$ cat config.mk
export PLATFORM = sky130hd
export DESIGN_NAME = circuit_lut_gate
export DESIGN_NICKNAME = d
export VERILOG_FILES = /design/src/rtl/circuit_lut_pkg.sv /design/src/rtl/circuit_lut_cfg.sv /design/src/rtl/circuit_lut_gate.sv
export SDC_FILE = /design/constraint.sdc
export NUM_CORES = 1
export LEC_CHECK = 0
export CAP_MARGIN = 40
export CORE_MARGIN = 4
export CORE_UTILIZATION = 57
export CTS_CLUSTER_SIZE = 14
export DETAILED_ROUTE_END_ITERATION = 10
export PLACE_DENSITY_LB_ADDON = 0.2
export SLEW_MARGIN = 20
export SYNTH_ARGS = -nofsm -noshare
export SYNTH_HDL_FRONTEND = slang
export SYNTH_SLANG_ARGS = --single-unit
$ cat constraint.sdc
create_clock -name CLK -period 3.2 [get_ports CLK]
set_input_delay 0.32 -clock CLK [delete_from_list [all_inputs] [get_ports CLK]]
set_output_delay 0.32 -clock CLK [all_outputs]
set_load 0.02 [all_outputs]
$ cat src/rtl/circuit_lut_pkg.sv
// Shared types and helpers for the programmable gated truth-table block.
package circuit_lut_pkg;

    typedef enum logic [1:0] {
        UNCFG   = 2'd0,
        LOADING = 2'd1,
        RUN     = 2'd2
    } lut_state_e;

    function automatic int unsigned tbl_w(input int unsigned n);
        return 32'd1 << n;
    endfunction

    localparam int unsigned HIT_CNT_W_DEF = 8;

    // Widest supported saturation pattern; users slice it to their counter width.
    localparam logic [63:0] CNT_SAT_ALL = '1;

endpackage

$ cat src/rtl/circuit_lut_cfg.sv
// Serial truth-table loader: MSB-first shift register, bit counter and
// UNCFG/LOADING/RUN sequencing.
module circuit_lut_cfg
    import circuit_lut_pkg::*;
#(
    parameter  int unsigned N_IN  = 4,
    localparam int unsigned TBL_W = tbl_w(N_IN)
) (
    input  logic             clk,
    input  logic             rst,
    input  logic             cfg_load,
    input  logic             cfg_bit,
    output logic [TBL_W-1:0] tbl,
    output logic             cfg_done,
    output lut_state_e       state
);

    localparam int unsigned CNT_BW = N_IN + 1;
    localparam logic [CNT_BW-1:0] LAST_CNT = CNT_BW'(TBL_W);

    lut_state_e        state_q, state_d;
    logic [TBL_W-1:0]  tbl_q, tbl_d;
    logic [CNT_BW-1:0] bit_cnt_q, bit_cnt_d;
    logic              cfg_done_q, cfg_done_d;

    always_comb begin
        state_d    = state_q;
        tbl_d      = tbl_q;
        bit_cnt_d  = bit_cnt_q;
        cfg_done_d = cfg_done_q;
        unique case (state_q)
            UNCFG, RUN: begin
                // Entering a load shifts the first bit in the same cycle.
                if (cfg_load) begin
                    tbl_d      = {tbl_q[TBL_W-2:0], cfg_bit};
                    bit_cnt_d  = CNT_BW'(1);
                    state_d    = LOADING;
                    cfg_done_d = 1'b0;
                end
            end
            LOADING: begin
                if (cfg_load) begin
                    tbl_d     = {tbl_q[TBL_W-2:0], cfg_bit};
                    bit_cnt_d = bit_cnt_q + 1'b1;
                    if (bit_cnt_d == LAST_CNT) begin
                        state_d    = RUN;
                        cfg_done_d = 1'b1;
                    end
                end else begin
                    state_d    = UNCFG;
                    cfg_done_d = 1'b0;
                end
            end
            default: begin
                state_d    = UNCFG;
                cfg_done_d = 1'b0;
            end
        endcase
    end

    always_ff @(posedge clk or posedge rst) begin
        if (rst) begin
            state_q    <= UNCFG;
            tbl_q      <= '0;
            bit_cnt_q  <= '0;
            cfg_done_q <= 1'b0;
        end else begin
            state_q    <= state_d;
            tbl_q      <= tbl_d;
            bit_cnt_q  <= bit_cnt_d;
            cfg_done_q <= cfg_done_d;
        end
    end

    assign tbl      = tbl_q;
    assign cfg_done = cfg_done_q;
    assign state    = state_q;

endmodule

$ cat src/rtl/circuit_lut_gate.sv
// Registered N_IN-input programmable truth table on a valid/ready stream,
// gated by one input bit, with a saturating hit counter.
module circuit_lut_gate
    import circuit_lut_pkg::*;
#(
    parameter int unsigned N_IN     = 4,
    parameter int unsigned GATE_BIT = N_IN - 1,
    parameter int unsigned CNT_W    = HIT_CNT_W_DEF
) (
    input  logic             CLK,
    input  logic             RST,
    input  logic             CFG_LOAD,
    input  logic             CFG_BIT,
    output logic             CFG_DONE,
    input  logic             IN_VALID,
    input  logic [N_IN-1:0]  IN_DATA,
    output logic             IN_READY,
    output logic             OUT_VALID,
    input  logic             OUT_READY,
    output logic             OUT_F,
    output logic             OUT_RAW,
    output logic [CNT_W-1:0] HIT_CNT,
    input  logic             CNT_CLR
);

    localparam int unsigned TBL_W = tbl_w(N_IN);
    localparam logic [CNT_W-1:0] HIT_SAT = CNT_SAT_ALL[CNT_W-1:0];

    logic [TBL_W-1:0] tbl;
    lut_state_e       state;

    circuit_lut_cfg #(
        .N_IN (N_IN)
    ) u_cfg (
        .clk      (CLK),
        .rst      (RST),
        .cfg_load (CFG_LOAD),
        .cfg_bit  (CFG_BIT),
        .tbl      (tbl),
        .cfg_done (CFG_DONE),
        .state    (state)
    );

    logic             out_valid_q, out_valid_d;
    logic             out_f_q, out_f_d;
    logic             out_raw_q, out_raw_d;
    logic [CNT_W-1:0] hit_cnt_q, hit_cnt_d;
    logic             in_fire;
    logic             raw_bit;

    assign IN_READY = (state == RUN) && (!out_valid_q || OUT_READY);
    assign in_fire  = IN_VALID && IN_READY;
    assign raw_bit  = tbl[IN_DATA];

    always_comb begin
        out_valid_d = out_valid_q;
        out_f_d     = out_f_q;
        out_raw_d   = out_raw_q;
        if (in_fire) begin
            out_valid_d = 1'b1;
            out_raw_d   = raw_bit;
            out_f_d     = IN_DATA[GATE_BIT] & raw_bit;
        end else if (OUT_READY) begin
            out_valid_d = 1'b0;
        end
    end

    // Clear takes priority over a coincident hit.
    always_comb begin
        hit_cnt_d = hit_cnt_q;
        if (CNT_CLR) begin
            hit_cnt_d = '0;
        end else if (out_valid_q && OUT_READY && out_f_q && (hit_cnt_q != HIT_SAT)) begin
            hit_cnt_d = hit_cnt_q + 1'b1;
        end
    end

    always_ff @(posedge CLK or posedge RST) begin
        if (RST) begin
            out_valid_q <= 1'b0;
            out_f_q     <= 1'b0;
            out_raw_q   <= 1'b0;
            hit_cnt_q   <= '0;
        end else begin
            out_valid_q <= out_valid_d;
            out_f_q     <= out_f_d;
            out_raw_q   <= out_raw_d;
            hit_cnt_q   <= hit_cnt_d;
        end
    end

    assign OUT_VALID = out_valid_q;
    assign OUT_F     = out_f_q;
    assign OUT_RAW   = out_raw_q;
    assign HIT_CNT   = hit_cnt_q;

endmodule

==> results.json <==
{
  "grt_pass1_wl_mm": 6.203,
  "drive_above_1_share": 0.07212,
  "ys.flop_type": "dfrtp_1",
  "drc": 0,
  "critPathLaunchType": "input port",
  "clock_latency_ps": 330,
  "crit_family": "buffers and inverters",
  "post_drt_wl_per_cell_um": 14.12,
  "clk_path_buf_depth": 2,
  "fin_util": 0.7278,
  "final_cell_mix": "57 x nand2_1, 35 x dfrtp_1, 23 x clkdlybuf4s50_1",
  "relSlewSlack": 0.6322,
  "fmax_mhz": 468.4,
  "root_buffer": "clkbuf_4",
  "tightest_slew_ps": 550.4,
  "synth_edf_count": 0,
  "async_reset_ff_frac": 1.000,
  "p_per_area_nw_per_um2": 462.3,
  "cpMostUsedCell": "clkdlybuf4s50_1",
  "vias_per_cell": 5.686,
  "cts_resized": 0,
  "die_area_um2": 3888,
  "path_cells": "clkdlybuf4s50_1, nand2b_1, nor2b_1, clkdlybuf4s50_1",
  "cts_tree": "yes",
  "drv_slew": 0,
  "start_util": 0.6055,
  "areaGrowthSynthToFinish_pct": 20.21,
  "totalWireLength_mm": 3.375,
  "layout_commonest_cell": "nand2_1",
  "min_path_type": "input port to asynchronous set/reset pin",
  "drv_cap": 0,
  "antenna_found_initial": 0,
  "fp-row-count": 19,
  "whs_ps": 379.5,
  "gp_congestion": 0.8906,
  "grt_pass1_vias": 1356,
  "vias": 1359,
  "ys_warn_count": 0,
  "fp.dieW_um": 62.36,
  "hold_viol": 0,
  "syn_nets": 194,
  "setup_viol": 0,
  "htree_levels": 2,
  "first_pass_iters": 4,
  "critPathCaptureType": "primary output",
  "io_pins": 24,
  "synth_seq_cells": 35,
  "finClkSkew_ps": 10.55,
  "cts.clk_slew.worst_paths_ps": 110,
  "place.port_buffers": 23,
  "ir_drop_uv": 378.3,
  "period_minus_slack_ps": 2135,
  "hpwl_mm": 2.411,
  "ys_seq_area_frac": 0.5201,
  "drt_first_iter_violations": 127,
  "postRouteAntennaNets": 0,
  "crit_fanout": 3,
  "ctsHoldBuffers": 0,
  "worst-path-buf-inv": 2,
  "crit_required_ps": 2880,
  "n_antenna_cell": 0,
  "critPathMaxStageDelay_ps": 630,
  "setup_tns_ps": 0,
  "multi_input_area_um2": 764.5,
  "power.leakage_nw": 0.9802,
  "cts_buffers": 5,
  "synth_cell_types": 38,
  "seqCellArea_um2": 875.8,
  "syn-cell-area_um2": 1684,
  "path_class": "input port to primary output",
  "fill_cells": 207,
  "layout.nets": 220,
  "yosysTopAreaCellShare": 0.5201,
  "syn_avg_cell_area_um2": 9.305,
  "rsz0062_at_grt": "false",
  "synthTopCellsByArea": "dfrtp_1 52%, nand2_1 13%, o21ai_0 3.0%, xor2_1 2.6%, mux2i_1 1.8%",
  "synthCells": 181,
  "worstPathArrival_ps": 1810,
  "grt_max_degree": 36,
  "finalCritPeriodShare": 0.6671,
  "outcome": "finished, final reports clean",
  "overflow": 0,
  "crit_slowest_cell": "clkdlybuf4s50_1",
  "die_h_um": 62.36,
  "core-area_um2": 2781,
  "track_usage": 0.1973,
  "postCtsSetupRepairBufs": 0,
  "yosysTopAreaCell": "dfrtp_1",
  "clock-sinks": 35
}
==> report_power, final <==
group | switching, mW | internal, mW | leakage, nW | total [mW]
Clock | 0.151 | 0.164 | 0.0452 | 0.315
Combinational | 0.0571 | 0.0495 | 0.466 | 0.107
Sequential | 0.0344 | 0.480 | 0.469 | 0.514
==> flip-flops by register name, indices dropped and copies added (netlist names) <==
| name | flops |
|---|---|
| u_cfg.bit_cnt_q | 5 |
| u_cfg.tbl | 16 |
| OUT_F | 1 |
| u_cfg.cfg_done | 1 |
| OUT_RAW | 1 |
| HIT_CNT | 8 |
| OUT_VALID | 1 |
| u_cfg.state | 2 |
==> final timing paths <==
check	from	slack, ps	endpoint	cells past startpoint
hold / removal	RST	380	u_cfg.tbl[8]	3
setup reg to reg	HIT_CNT[0]	1570	HIT_CNT[5]	5
hold reg to reg	u_cfg.cfg_done	490	u_cfg.cfg_done	1
min in group CLK	u_cfg.cfg_done	490	u_cfg.cfg_done	1
max in group asynchronous	RST	2510	OUT_F	3
setup / recovery	OUT_READY	1070	IN_READY	4
==> through the flow <==
step	std cells	total power [mW]	setup WS, ps	cell area, µm²
after global placement	231	0.6219	1136	1943
after global routing	239	0.9939	923.2	2024
after detailed placement	231	0.6286	1103	1943
after floorplan	181	0.5873	1663	1684
final	239	0.9359	1065	2024
after CTS	239	0.9475	1043	2024
==> area by class of cell <==
cell class              instances  share of cell area
well taps                      31             0.01916
flip-flops and latches         35              0.4326
multi-input cells             135              0.3776
clock inverters                 3             0.02163
clock buffers                   5             0.01854
inverters                       5            0.009271
repair buffers                 25              0.1211
==> worst register-to-register path: cells and delay by family, from the launching register on <==
family / cells / cell delay [ps]
AND/OR/NAND/NOR: 2 / 520
AO/OA/AOI/OAI: 2 / 350
adder cells (fa/ha/maj): 1 / 240
flip-flops: 1 / 440
==> logic make-up after synthesis <==
logic type / after synthesis / share of synthesized area
AOI/OAI and AO/OA: 31 / 0.1211
xor gates and xnor gates: 6 / 0.03120
adders and majority gates: 2 / 0.01486
buffers and inverters: 11 / 0.02600
DFF: 35 / 0.5201
muxes: 6 / 0.04458
and+or+nand+nor: 90 / 0.2422
==> Yosys cell counts (3+ instances only) <==
cell type  number
o21ai_0        10
nor2b_1         4
nand3_1         5
and3_1          3
dfrtp_1        35
nand2_1        57
xor2_1          5
inv_1           5
a21oi_1         4
nor2_1          7
mux2i_1         3
nand2b_1        4
clkbuf_1        3
==> routing by layer <==
| layer | GRT usage | vias up | share of wire |
|---|---|---|---|
| li1 | - | 668 | - |
| met1 | 0.2524 | 652 | 0.45 |
| met2 | 0.3083 | 35 | 0.48 |
| met3 | 0.07568 | 4 | 0.058 |
| met4 | 0.06366 | 0 | 0.010 |
| met5 | 0 | - | 0 |
No activity file was read; power rests on OpenSTA's default activity.
